===== src/rtl/gpu_pkg.sv =====
// Shared types and field positions for the GPU command front end.
package gpu_pkg;

  localparam int CMD_W     = 32;
  localparam int X_W       = 10;
  localparam int Y_W       = 9;
  localparam int COLOR_W   = 24;

  localparam int OPC_MSB   = 31;
  localparam int OPC_LSB   = 28;
  localparam int X_MSB     = 18;
  localparam int X_LSB     = 9;
  localparam int Y_MSB     = 8;
  localparam int Y_LSB     = 0;
  localparam int COLOR_MSB = 23;
  localparam int COLOR_LSB = 0;

  typedef enum logic [3:0] {
    SET_XY1   = 4'h1,
    SET_XY2   = 4'h2,
    DRAW_LINE = 4'h4,
    CLR_ERR   = 4'hF
  } opcode_t;

  typedef enum logic [1:0] {
    IDLE = 2'd0,
    EXEC = 2'd1,
    WAIT = 2'd2
  } seq_state_t;

endpackage


===== src/rtl/gpu_cmd_sequencer_if.sv =====
// APB write-side signals seen by the command sequencer.
interface gpu_cmd_sequencer_if;
  import gpu_pkg::*;

  logic [31:0]    pAddr_i;
  logic [CMD_W-1:0] pDataWrite_i;
  logic           pSel_i;
  logic           pEnable_i;
  logic           pWrite_i;

  modport master (
    output pAddr_i, pDataWrite_i, pSel_i, pEnable_i, pWrite_i
  );

  modport slave (
    input pAddr_i, pDataWrite_i, pSel_i, pEnable_i, pWrite_i
  );

endinterface


===== src/rtl/gpu_cmd_fifo.sv =====
// Synchronous command FIFO; extra pointer MSB distinguishes full from empty.
module gpu_cmd_fifo #(
  parameter int DEPTH = 4,
  parameter int WIDTH = 32
) (
  input  logic             clk,
  input  logic             n_rst,
  input  logic             push,
  input  logic             pop,
  input  logic [WIDTH-1:0] wdata,
  output logic [WIDTH-1:0] rdata,
  output logic             full,
  output logic             empty
);

  localparam int AW = $clog2(DEPTH);
  localparam logic [AW:0] PTR_ONE = {{AW{1'b0}}, 1'b1};

  logic [WIDTH-1:0] mem [DEPTH];
  logic [AW:0]      wr_ptr;
  logic [AW:0]      rd_ptr;
  logic             wr_en;
  logic             rd_en;

  assign empty = (wr_ptr == rd_ptr);
  assign full  = (wr_ptr[AW] != rd_ptr[AW]) && (wr_ptr[AW-1:0] == rd_ptr[AW-1:0]);
  assign rd_en = pop && !empty;
  // A pop in the same cycle frees the slot, so a push into a full FIFO still lands.
  assign wr_en = push && (!full || rd_en);
  assign rdata = mem[rd_ptr[AW-1:0]];

  always_ff @(posedge clk or negedge n_rst) begin
    if (!n_rst) begin
      wr_ptr <= '0;
      rd_ptr <= '0;
    end else begin
      if (wr_en) wr_ptr <= wr_ptr + PTR_ONE;
      if (rd_en) rd_ptr <= rd_ptr + PTR_ONE;
    end
  end

  always_ff @(posedge clk) begin
    if (wr_en) mem[wr_ptr[AW-1:0]] <= wdata;
  end

endmodule


===== src/rtl/gpu_cmd_sequencer.sv =====
// APB command capture, command FIFO and the rasterizer start/done sequencer.
module gpu_cmd_sequencer
  import gpu_pkg::*;
#(
  parameter int          FIFO_DEPTH = 4,
  parameter logic [31:0] CMD_ADDR   = 32'h0000_0000
) (
  input  logic                 clk,
  input  logic                 n_rst,
  gpu_cmd_sequencer_if.slave   apb,
  output logic [X_W-1:0]       x1_o,
  output logic [Y_W-1:0]       y1_o,
  output logic [X_W-1:0]       x2_o,
  output logic [Y_W-1:0]       y2_o,
  output logic [COLOR_W-1:0]   color_o,
  output logic                 draw_start_o,
  input  logic                 draw_done_i,
  output logic                 busy_o,
  output logic                 full_o,
  output logic                 overflow_o,
  output logic                 bad_cmd_o
);

  seq_state_t       state;
  logic [CMD_W-1:0] cmd_q;
  logic [CMD_W-1:0] fifo_rdata;
  logic             fifo_full;
  logic             fifo_empty;
  logic             acc_raw;
  logic             acc_q;
  logic             push;
  logic             pop;
  logic             ovf_set;
  logic             unused_rsvd;

  // A held access phase must push only once, so accept on the rising edge of the condition.
  assign acc_raw = apb.pSel_i && apb.pEnable_i && apb.pWrite_i && (apb.pAddr_i == CMD_ADDR);
  assign push    = acc_raw && !acc_q;
  assign pop     = (state == IDLE) && !fifo_empty;
  assign ovf_set = push && fifo_full && !pop;

  assign busy_o      = !fifo_empty || (state != IDLE);
  assign full_o      = fifo_full;
  assign unused_rsvd = ^cmd_q[27:24];

  gpu_cmd_fifo #(
    .DEPTH (FIFO_DEPTH),
    .WIDTH (CMD_W)
  ) u_fifo (
    .clk   (clk),
    .n_rst (n_rst),
    .push  (push),
    .pop   (pop),
    .wdata (apb.pDataWrite_i),
    .rdata (fifo_rdata),
    .full  (fifo_full),
    .empty (fifo_empty)
  );

  always_ff @(posedge clk or negedge n_rst) begin
    if (!n_rst) begin
      state        <= IDLE;
      cmd_q        <= '0;
      acc_q        <= 1'b0;
      x1_o         <= '0;
      y1_o         <= '0;
      x2_o         <= '0;
      y2_o         <= '0;
      color_o      <= '0;
      draw_start_o <= 1'b0;
      overflow_o   <= 1'b0;
      bad_cmd_o    <= 1'b0;
    end else begin
      acc_q        <= acc_raw;
      draw_start_o <= 1'b0;
      if (ovf_set) overflow_o <= 1'b1;

      case (state)
        IDLE: begin
          if (pop) begin
            cmd_q <= fifo_rdata;
            state <= EXEC;
          end
        end
        EXEC: begin
          state <= IDLE;
          case (cmd_q[OPC_MSB:OPC_LSB])
            SET_XY1: begin
              x1_o <= cmd_q[X_MSB:X_LSB];
              y1_o <= cmd_q[Y_MSB:Y_LSB];
            end
            SET_XY2: begin
              x2_o <= cmd_q[X_MSB:X_LSB];
              y2_o <= cmd_q[Y_MSB:Y_LSB];
            end
            DRAW_LINE: begin
              color_o      <= cmd_q[COLOR_MSB:COLOR_LSB];
              draw_start_o <= 1'b1;
              state        <= WAIT;
            end
            CLR_ERR: begin
              // A drop in this very cycle is a fresh event and survives the clear.
              overflow_o <= ovf_set;
              bad_cmd_o  <= 1'b0;
            end
            default: bad_cmd_o <= 1'b1;
          endcase
        end
        WAIT: begin
          if (draw_done_i) state <= IDLE;
        end
        default: state <= IDLE;
      endcase
    end
  end

endmodule


===== src/flat_wrapper.sv =====
// flat-port wrapper written by rule: the top's interface ports become plain ports
module gpu_cmd_sequencer_flat import gpu_pkg::*;
#(
  parameter int          FIFO_DEPTH = 4,
  parameter logic [31:0] CMD_ADDR   = 32'h0000_0000
)
  (clk, n_rst, x1_o, y1_o, x2_o, y2_o, color_o, draw_start_o, draw_done_i, busy_o, full_o, overflow_o, bad_cmd_o, apb_pAddr_i, apb_pDataWrite_i, apb_pSel_i, apb_pEnable_i, apb_pWrite_i);
  gpu_cmd_sequencer_if apb_i ();
  input  logic clk;
  input  logic n_rst;
  output logic [X_W-1:0] x1_o;
  output logic [Y_W-1:0] y1_o;
  output logic [X_W-1:0] x2_o;
  output logic [Y_W-1:0] y2_o;
  output logic [COLOR_W-1:0] color_o;
  output logic draw_start_o;
  input  logic draw_done_i;
  output logic busy_o;
  output logic full_o;
  output logic overflow_o;
  output logic bad_cmd_o;
  input wire logic [$bits(apb_i.pAddr_i)-1:0] apb_pAddr_i;
  input wire logic [$bits(apb_i.pDataWrite_i)-1:0] apb_pDataWrite_i;
  input wire logic [$bits(apb_i.pSel_i)-1:0] apb_pSel_i;
  input wire logic [$bits(apb_i.pEnable_i)-1:0] apb_pEnable_i;
  input wire logic [$bits(apb_i.pWrite_i)-1:0] apb_pWrite_i;
  assign apb_i.pAddr_i = apb_pAddr_i;
  assign apb_i.pDataWrite_i = apb_pDataWrite_i;
  assign apb_i.pSel_i = apb_pSel_i;
  assign apb_i.pEnable_i = apb_pEnable_i;
  assign apb_i.pWrite_i = apb_pWrite_i;
  gpu_cmd_sequencer #(.FIFO_DEPTH(FIFO_DEPTH), .CMD_ADDR(CMD_ADDR)) u_core (.clk(clk), .n_rst(n_rst), .apb(apb_i), .x1_o(x1_o), .y1_o(y1_o), .x2_o(x2_o), .y2_o(y2_o), .color_o(color_o), .draw_start_o(draw_start_o), .draw_done_i(draw_done_i), .busy_o(busy_o), .full_o(full_o), .overflow_o(overflow_o), .bad_cmd_o(bad_cmd_o));
endmodule

===== config.mk =====
export PLATFORM = sky130hd
export DESIGN_NAME = gpu_cmd_sequencer_flat
export DESIGN_NICKNAME = d
export VERILOG_FILES = /design/src/rtl/gpu_pkg.sv /design/src/rtl/gpu_cmd_sequencer_if.sv /design/src/rtl/gpu_cmd_fifo.sv /design/src/rtl/gpu_cmd_sequencer.sv /design/src/flat_wrapper.sv
export SDC_FILE = /design/constraint.sdc
export NUM_CORES = 1
export LEC_CHECK = 0
export CORE_AREA = 5 5 131 133
export CTS_BUF_LIST = sky130_fd_sc_hd__clkbuf_16
export DETAILED_ROUTE_END_ITERATION = 10
export DIE_AREA = 0 0 136 138
export DONT_BUFFER_PORTS = 1
export GPL_ROUTABILITY_DRIVEN = 0
export PLACE_DENSITY_LB_ADDON = 0.25
export SKIP_LAST_GASP = 1
export SLEW_MARGIN = 20
export SYNTH_ARGS = -nofsm -noshare
export SYNTH_HDL_FRONTEND = slang
export SYNTH_SLANG_ARGS = --single-unit

===== constraint.sdc =====
create_clock -name clk -period 6.3 [get_ports clk]
set_input_delay 0.315 -clock clk [delete_from_list [all_inputs] [get_ports clk]]
set_output_delay 0.315 -clock clk [all_outputs]
set_load 0.02 [all_outputs]

* Word level (Yosys, flattened, before mapping)
Memories as Yosys holds them, arrays and structs flattened. A register that Yosys moved wholly into a read port is not among the register bits. Cells that the tools add are included.
Storage, ports and cells: word-level logic and storage cells 66, RAM bits 128, flip-flop bits (word level) 74, input bits 70, output and inout port bits 67, memories 1
Memory list:
- u_core.u_fifo.mem | depth 4, bits a word 32, read ports 1, clocked after memory_dff 1, wr ports 1, line gpu_cmd_fifo.sv:19 | logic [WIDTH-1:0] mem [DEPTH];
Cells by class: $add $sub $neg 2, equal/unequal tests 11, bitwise logic cells 1, multiplexer cells 12, reduce and logical (&&, ||, !) cells 27
Operators with widths (number):
- $logic_not 32->1 | 1
- $reduce_and 2->1 | 6
- $logic_and 1x1->1 | 10
- $mux 1 | 7
- $add 3x1->3 const B | 2
- $mux 2 | 3
- $pmux 2 s3 | 1
- $logic_not 1->1 | 5
- $eq 4x1->1 const B | 1
- $eq 4x2->1 const B | 1
- $eq 4x3->1 const B | 1
- $eq 4x4->1 const B | 1
- $eq 3x3->1 | 1
- $reduce_or 3->1 | 1
- $eq 2x1->1 const B | 1
- $eq 2x2->1 | 1
- $eq 2x2->1 const B | 1
- $logic_not 2->1 | 1
- $logic_or 1x1->1 | 2
- $ne 2x1->1 const B | 1
- $ne 2x2->1 const B | 1
- $pmux 1 s2 | 1
- $reduce_bool 2->1 | 1
- $ne 1x1->1 | 1
- $not 1->1 | 1

* Depth between registers and ports, before layout
Gate-level depths: netlist of the first run.
word-level depth 9, depth in mapped cells 6, depth with buffers taken out 4

* By module
Synthesis of the first run repeated with hierarchy kept, for this count alone.
Unflattened totals: cell total of the unflattened synthesis 448, area, all modules 8872.3 um^2
Modules (own cells, without submodules):
- gpu_cmd_fifo | seq. area each 3993.8 um^2, instances 1, area an instance 5068.6 um^2, cells an instance 214
- gpu_cmd_sequencer | seq. area each 2402.3 um^2, instances 1, area an instance 3803.6 um^2, cells an instance 234

* Worst setup path after synthesis of the first run
No wires, ideal clock.
kind input port to flip-flop, start point input apb_pAddr_i[27], end point memory u_core.u_fifo.mem[3][0], enable pin, slack 3969 ps, arrival time 1944 ps, required time 5913 ps, setup time 387 ps, path buffers 0, stages 4, cell sequence nor4_2 nand4_2 nor4_4 and2_1
On the way: word-level cells in the longest chain between the ends 6
Ends and longest elaborated chain:
- start: declaration | line flat_wrapper.sv:22 | input wire logic [$bits(apb_i.pAddr_i)-1:0] apb_pAddr_i;
- $logic_not 32->1 | line gpu_cmd_sequencer.sv:37 | assign acc_raw = apb.pSel_i && apb.pEnable_i && apb.pWrite_i && (apb.pAddr_i == CMD_ADDR);
- $logic_and 1x1->1 | line gpu_cmd_sequencer.sv:37
- $logic_and 1x1->1 | line gpu_cmd_sequencer.sv:38 | assign push = acc_raw && !acc_q;
- $logic_and 1x1->1 | line gpu_cmd_fifo.sv:29 | assign wr_en = push && (!full || rd_en);
- $mux 1 | line gpu_cmd_fifo.sv:43 | if (wr_en) mem[wr_ptr[AW-1:0]] <= wdata;
- $mux 1 (not written as such) | line gpu_cmd_fifo.sv:43
- end: declaration | line gpu_cmd_fifo.sv:19
Every way passes these cells.

* Worst setup path in the final report of the first run
start point register u_core.u_fifo.rd_ptr[1], end point memory u_core.u_fifo.mem[1][2], enable pin
On the way: word-level cells in the longest chain between the ends 8, elaborated cells on any way between the ends 11, classes of those cells 2 x eq/ne; 2 x mux; 7 x reduce/logical
Ends and longest elaborated chain:
- start: declaration | line gpu_cmd_fifo.sv:21 | logic [AW:0] rd_ptr;
- start signal: assignment | line gpu_cmd_fifo.sv:38 | if (rd_en) rd_ptr <= rd_ptr + PTR_ONE;
- $eq 3x3->1 | line gpu_cmd_fifo.sv:25 | assign empty = (wr_ptr == rd_ptr);
- $logic_not 1->1 | line gpu_cmd_fifo.sv:27, gpu_cmd_sequencer.sv:39
- $logic_and 1x1->1 | line gpu_cmd_sequencer.sv:39 | assign pop = (state == IDLE) && !fifo_empty;
- $logic_and 1x1->1 | line gpu_cmd_fifo.sv:27 | assign rd_en = pop && !empty;
- $logic_or 1x1->1 (*) | line gpu_cmd_fifo.sv:29
- $logic_and 1x1->1 (*) | line gpu_cmd_fifo.sv:29
- $mux 1 (*) | line gpu_cmd_fifo.sv:43
- $mux 1 (not written as such) (*) | line gpu_cmd_fifo.sv:43
Every way passes the cells marked *; elsewhere a longest branch is shown, timed or not.

==> summary.md, run 1 <==
| Metric | Value |
|---|---|
| Worst path slowest cell | dfrtp_2 |
| Syn Std Cell Area | between 0.008 and 0.009 sq mm |
| Vias in the first global route | 4160 |
| Fin util | 60.6% |
| Final count of negative-setup-slack endpoints | 0 |
| Syn nets | 491 |
| CTS max path bufs | 3 |
| Clock sinks | 214 |
| Sequential Power Share | 52.4% |
| Die H | 138 um |
| Largest net degree at the start of global routing | 103 |
| Final slew viol count | 0 |
| Post-layout min period | 3.03 ns |
| RSZ-0062 raised after global routing | no |
| Synth Flop Type | edfxtp_1 |
| Starting Density | 53.5% |
| Layout cells sized above 1 | 21.7% |
| Number of buffers created by CTS | 22 |
| Internal power | 3.04 mW |
| Global-route wire length before repair | 24.0 mm |
| Core Footprint | 0.0157 sq mm |
| Biggest cell delay along the critical path | 0.93 ns |
| Antenna viol nets, final | 0 |
| Wire per inst | 21.8 um |
| RR Startpoint | u_core.u_fifo.rd_ptr[1] |
| Clk_lat worst skew | 0.49 ns |
| Worst reg-to-reg setup slack | approximately 3.3 ns |
| Synth cell types | 43 |
| Final hold vios | 0 |
| Asr flop ratio synth | 47.7% |
| CTS tree | done |
| Avg Cell Area, Syn | just over 20 sq um |
| Final layout net count | ~530 |
| Area delta synth->final | 13.2% |
| Cells after Synth | 416 |
| # rows | 46 |
| Comb pwr share | ~22% |
| Final cell count without fillers | between 600 and 700 |
| Final Hold Slack | 0.175 ns |
| Reg area | 0.00592 sq mm |
| Psw | 1.45 mW |
| DRC errors left | 0 |
| Reg2Reg Depth | 4 |
| Cell area power density | between 400 and 500 mW/mm^2 |
| Relative slew slack | between 40 and 50% |
| Post-CTS setup buffer count | 0 |
| Worst setup SP type | flip-flop |
| Die W | 136 um |
| Status | complete, no violations |
| Post-DP HPWL | a little under 9 mm |
| Via count | 3849 |
| Fmax | 330 MHz |
| Multi-input logic area | 0.00232 sq mm |
| Leakage power | 3.69 nW |
| Arrival time at the worst endpoint | 3.14 ns |
| DRT iter0 DRCs | 153 |
| CP required | between 6 and 7 ns |
| Crit path from | u_core.u_fifo.rd_ptr[1] |
| CP Class | reg2reg |
| Synth warn | 0 |
| Worst-path clk slew | approximately 0.06 ns |
| First-pass DRT Iterations | 4 |
| Crit path capture | u_core.u_fifo.mem[1][2] |
| PostCTS Resize Cnt | 0 |
| GRT overflow | 0 |
| Placed insts | 619 |
| # IOs | 137 |
| Worst-path cell chain | xor2_1 > o41ai_4 > nor4_4 > and2_2 |
| Period utilisation layout | 48.1% |
| Register bit total from synthesis | between 200 and 250 |
| Switch share | about a third |
| H-tree Lvls | 1 |
| Post-synth EDFFs | 112 |
| Clock network power share | 25.4% |
| Gr usage total | 16.3% |
| Diode count | 0 |
| Worst R2R End | u_core.u_fifo.mem[1][2] |
| Root Driver | clkbuf_16 |
| Layout filler cell count | about 1.1k |
| Clock Skew | between 0.007 and 0.008 ns |
| CP Buf/Inv Count | 0 |
| Routed wire length | 15.0 mm |
| Crit. End Element | flip-flop |
| Pwr Total | about 4.5 mW |
| Max VDD drop | 303 uV |
| Total of max-cap violations | 0 |
| Hold crit path type | in2reg |
| Sequential element share of the synthesized area | 70.3% |
| DIE AREA | 0.0188 sq mm |
| Stages on worst setup path | 4 |
| Count of buffers from port buffering | 0 |
| Worst slew pin tran | 0.857 ns |
| Initial antenna violation count | 0 |
| Setup TNS | 0 ns |
| Max FO, Critical Path | 31 |
| Via density | 5.58 |
| Crit path max-delay family | simple AND/OR/NAND/NOR gates |
## repair_timing
item	in CTS	in global routing
setup endpoints to repair	0	0
endpoints found under the hold margin	215	0
hold buffers	31	0
## cell type report
cell class,count,share of cell area [%]
flip-flops and latches,214,62.2
clock buffers,23,6.05
multi-input cells,181,24.4
repair buffers,33,3.60
clock inverters,17,0.723
inverters,6,0.237
well taps,216,2.84
## how the worst min path moves through the flow
stage	end	start	depth (start not counted)
after floorplan	u_core.acc_q	n_rst	0
after global placement	u_core.cmd_q[4]	n_rst	0
after detailed placement	u_core.y1_o[4]	n_rst	0
after CTS	u_core.acc_q	apb_pAddr_i[29]	4
after global routing	u_core.u_fifo.wr_ptr[2]	apb_pAddr_i[9]	4
final	u_core.u_fifo.wr_ptr[2]	apb_pAddr_i[9]	4
## Yosys cell counts (4+ instances only)
cell	instances	area, sq um
and2_1	4	25.0
buf_2	4	20.0
dfrtp_1	102	2550
edfxtp_1	112	3360
ha_1	5	62.6
inv_1	5	18.8
mux2_1	62	698
mux2_4	26	390
mux4_1	5	131
mux4_2	23	518
nand2_1	7	26.3
nor4_1	6	37.5
xor2_1	5	43.8
## tightest hold or removal path: cells and delay by family
kind / cells / cell delay (ns)
and+or+nand+nor: 3 / 0.16
xor gates and xnor gates: 1 / 0.14
## cell families after synthesis
| kind of cell | Yosys count | share of synthesized area [%] |
|---|---|---|
| AOI/OAI and AO/OA | 8 | 0.833 |
| adders and majority gates | 5 | 0.744 |
| xor gates and xnor gates | 9 | 1.03 |
| DFF | 214 | 70.3 |
| and+or+nand+nor | 40 | 3.85 |
| buffers and inverters | 21 | 2.13 |
| muxes | 119 | 21.1 |
## metal layers
| metal | part of all wire, % | GRT usage, % | vias up |
|---|---|---|---|
| li1 | - | - | 1703 |
| met2 | 52 | 27.6 | 93 |
| met1 | 41 | 21.6 | 2031 |
| met5 | 0 | 0 | - |
| met3 | 5.3 | 3.74 | 22 |
| met4 | 2.1 | 3.82 | 0 |
## power by group through the flow
| stage | logic (mW) | registers, mW | clock network, mW |
|---|---|---|---|
| 2_1_floorplan | 0.960 | 2.24 | 0 |
| 3_3_place_gp | 0.950 | 2.38 | 0 |
| 3_5_place_dp | 0.980 | 2.39 | 0 |
| 4_1_cts | 1.02 | 2.37 | 1.18 |
| 5_1_grt | 1.09 | 2.40 | 1.24 |
| 6_report | 0.996 | 2.36 | 1.14 |
## registers in the layout (all words and copies together), names as in the netlist, 3 cells and up
signal,cells
u_core.y2_o,9
u_core.u_fifo.rd_ptr,3
u_core.y1_o,9
u_core.color_o,24
u_core.u_fifo.mem,112
u_core.u_fifo.wr_ptr,3
u_core.cmd_q,28
u_core.x2_o,10
u_core.x1_o,10
## placed cells by master, fill, tap and decap left out, types with 2 or more instances in the layout
cell type	synthesis	routed
nand2_1	7	7
nand4_1	2	2
clkbuf_16	0	23
xor2_1	5	5
mux2_1	62	62
xnor2_1	3	3
nand3_4	2	2
nor4_4	3	3
buf_4	2	2
ha_1	5	5
mux4_2	23	23
o21ai_1	2	2
dfrtp_1	102	100
a21oi_1	2	2
clkinv_1	0	3
and2_2	0	4
mux2_4	26	26
inv_1	5	16
mux2_2	3	3
nor3_1	3	3
dfrtp_2	0	2
nor2_1	3	3
dlygate4sd3_1	0	30
nor4_1	6	6
and2b_2	2	2
inv_2	1	2
mux4_1	5	5
edfxtp_1	112	112
## per-stage QoR
stage	cell area, sq um	worst slack, ns
2_1_floorplan	8410	3.97
3_3_place_gp	8550	3.27
3_5_place_dp	8550	3.19
4_1_cts	9520	3.18
5_1_grt	9520	3.04
6_report	9520	3.27
(Power assumes the default switching activity.)
==> inputs of run 2 (changes only) <==
==> constraint.sdc (replaced) <==
create_clock -name clk -period 3 [get_ports clk]
set_input_delay 0.15 -clock clk [delete_from_list [all_inputs] [get_ports clk]]
set_output_delay 0.15 -clock clk [all_outputs]
set_load 0.02 [all_outputs]
==> summary.md, run 2 (synthesis gave the netlist of run 1 again) <==
| Metric | Value |
|---|---|
| Via count | 3871 (+0.57%) |
| Post-CTS setup buffer count | 0 (unchanged) |
| Commonest non-fill, non-tap cell in the layout | edfxtp_1 |
| Cell area power density | 995 mW/mm^2 (+110%) |
| DRC errors left | 0 (unchanged) |
| Placed insts | 625 (+0.97%) |
| Pre-CTS WS | 0.618 ns (-2.57 ns) |
| Wire per inst | 22.2 um (+1.8%) |
| Post-layout min period | 2.62 ns |
| Final Hold Slack | 0.0461 ns (-0.128 ns) |
| Vias in the first global route | 4384 (+5.4%) |
| Routed wire length | 15.6 mm (+3.5%) |
| Max reg flops | 112 (unchanged) |
| Core Footprint | 0.0157 sq mm (unchanged) |
| DRT iter0 DRCs | 141 (-7.8%) |
| Starting Density | 53.5% (unchanged) |
| GRT overflow | 0 (unchanged) |
| DIE AREA | 0.0188 sq mm (unchanged) |
| Final layout net count | 544 (+2.1%) |
| RSZ-0062 raised after global routing | no |
| Worst slew pin tran | 0.705 ns (-0.153 ns) |
| Area delta synth->final | 15.7% |
| Crit path from | apb_pAddr_i[29] |
| Crit path max-delay family | buffers and inverters |
| Worst-path clk slew | 0.06 ns (about the same) |
| CP Buf/Inv Count | 3 (+3) |
| Arrival time at the worst endpoint | 2.81 ns (-0.33 ns) |
| Final Instance Area | 0.00973 sq mm (+2.2%) |
| Relative slew slack | 52.6% (+9.8 points) |
| Biggest cell delay along the critical path | 0.58 ns (-0.35 ns) |
| Fin util | 61.9% (+1.4 points) |
| PostCTS Resize Cnt | 0 (unchanged) |
| Clock Skew | 0.00646 ns (-0.00143 ns) |
| Final count of negative-setup-slack endpoints | 0 (unchanged) |
| CTS tree | done |
| Leakage power | 3.78 nW (+2.3%) |
| Worst setup SP type | primary input |
| # rows | 46 (unchanged) |
| Clk_lat worst skew | 0.49 ns (about the same) |
| Largest net degree at the start of global routing | 103 (unchanged) |
| Die H | 138 um (unchanged) |
| CP Class | in2reg |
| Setup TNS | 0 ns (unchanged) |
| Total of max-cap violations | 0 (unchanged) |
| Die W | 136 um (unchanged) |
| # IOs | 137 (unchanged) |
| Global-route wire length before repair | 24.9 mm (+3.5%) |
| Final cell count without fillers | 701 (+1.6%) |
| Count of buffers from port buffering | 0 (unchanged) |
| Diode count | 0 (unchanged) |
| Via density | 5.52 (-1.0%) |
| Max FO, Critical Path | 15 (-52%) |
| Root Driver | clkbuf_16 |
| Worst-path cell chain | dlygate4sd3_1 > nor4_4 > dlygate4sd3_1 > nand4_2 > nor4_4 > and2_2 > buf_12 |
| Post-DP HPWL | 9.40 mm (+6.8%) |
| Status | complete, no violations |
| Final worst setup slack | 0.381 ns (-2.89 ns) |
| CTS max path bufs | 3 (unchanged) |
| DP Area | 0.00865 sq mm (+1.3%) |
| CP required | 3.19 ns (-3.22 ns) |
| Crit. End Element | flip-flop |
| Clock sinks | 214 (unchanged) |
| Hold wc startpoint | apb_pAddr_i[12] |
| Fmax | 382 MHz |
| First-pass DRT Iterations | 4 (unchanged) |
| Pwr Total | 9.68 mW (+120%) |
| Worst path slowest cell | dlygate4sd3_1 |
| Number of buffers created by CTS | 22 (unchanged) |
| RR Startpoint | u_core.u_fifo.wr_ptr[1] |
| Antenna viol nets, final | 0 (unchanged) |
| Max VDD drop | 614 uV (+100%) |
| Initial antenna violation count | 0 (unchanged) |
| H-tree Lvls | 1 (unchanged) |
| Period utilisation layout | 87.3% |
| Most frequent cells in the layout | 112 x edfxtp_1, 100 x dfrtp_1, 62 x mux2_1 |
| Final slew viol count | 0 (unchanged) |
| Layout cells sized above 1 | 23.1% (+1.4 points) |
| Final hold vios | 0 (unchanged) |
| Hold crit path type | in2reg |
| Gr usage total | 17.0% (+0.69 points) |
| CTS Hold Bufs | 36 (+16%) |
run 2: changes by cell type in the layout (fill, tap and decap cells not counted):
| cell | change |
|---|---|
| inv_1 | -3 |
| dlygate4sd3_1 | +5 |
| buf_4 | +1 |
| inv_2 | -1 |
| buf_12 | +5 |
| clkinv_2 | +2 |
| bufinv_16 | +2 |
run 2: final cells by class:
class	instances	area [sq um]
Clock inverter	17	124
Multi-Input combinational cell	181	2320
Clock buffer	23	576
Fill cell	1120	5980
Timing Repair Buffer	44	500
Tap cell	216	270
Inverter	6	22.5
Sequential cell	214	5920
run 2: final timing paths:
check	endpoint	slack (ns)	cells past startpoint
min in group asynchronous	u_core.y1_o[5]	0.26	2
max reg2reg	u_core.u_fifo.mem[2][31]	0.60	5
min	u_core.acc_q	0.05	4
max	u_core.u_fifo.mem[2][31]	0.38	7
max in group asynchronous	u_core.x1_o[6]	2.34	2
min reg2reg	u_core.color_o[23]	0.49	1
run 2: power by group:
group	switching, mW	internal, mW	leakage [nW]	total (mW)
clock	1.04	1.55	0.371	2.59
sequential	1.08	3.77	2.25	4.86
combinational	0.949	1.29	1.16	2.24
total	3.07	6.61	3.78	9.68
run 2: worst reg2reg max path, cell delays in order, from the launching register on:
cell and delay (ns):
dfrtp_1 0.43, xor2_1 0.43, o41ai_4 0.15, nor4_4 0.33, and2_2 0.52, buf_12 0.23
run 2: layer usage:
| layer | global-route usage, % | up-vias | wire length (um) |
|---|---|---|---|
| li1 | - | 1715 | - |
| met4 | 3.61 | 0 | 198 |
| met2 | 29.9 | 96 | 8250 |
| met5 | 0 | - | 0 |
| met3 | 3.88 | 16 | 908 |
| met1 | 21.7 | 2044 | 6210 |
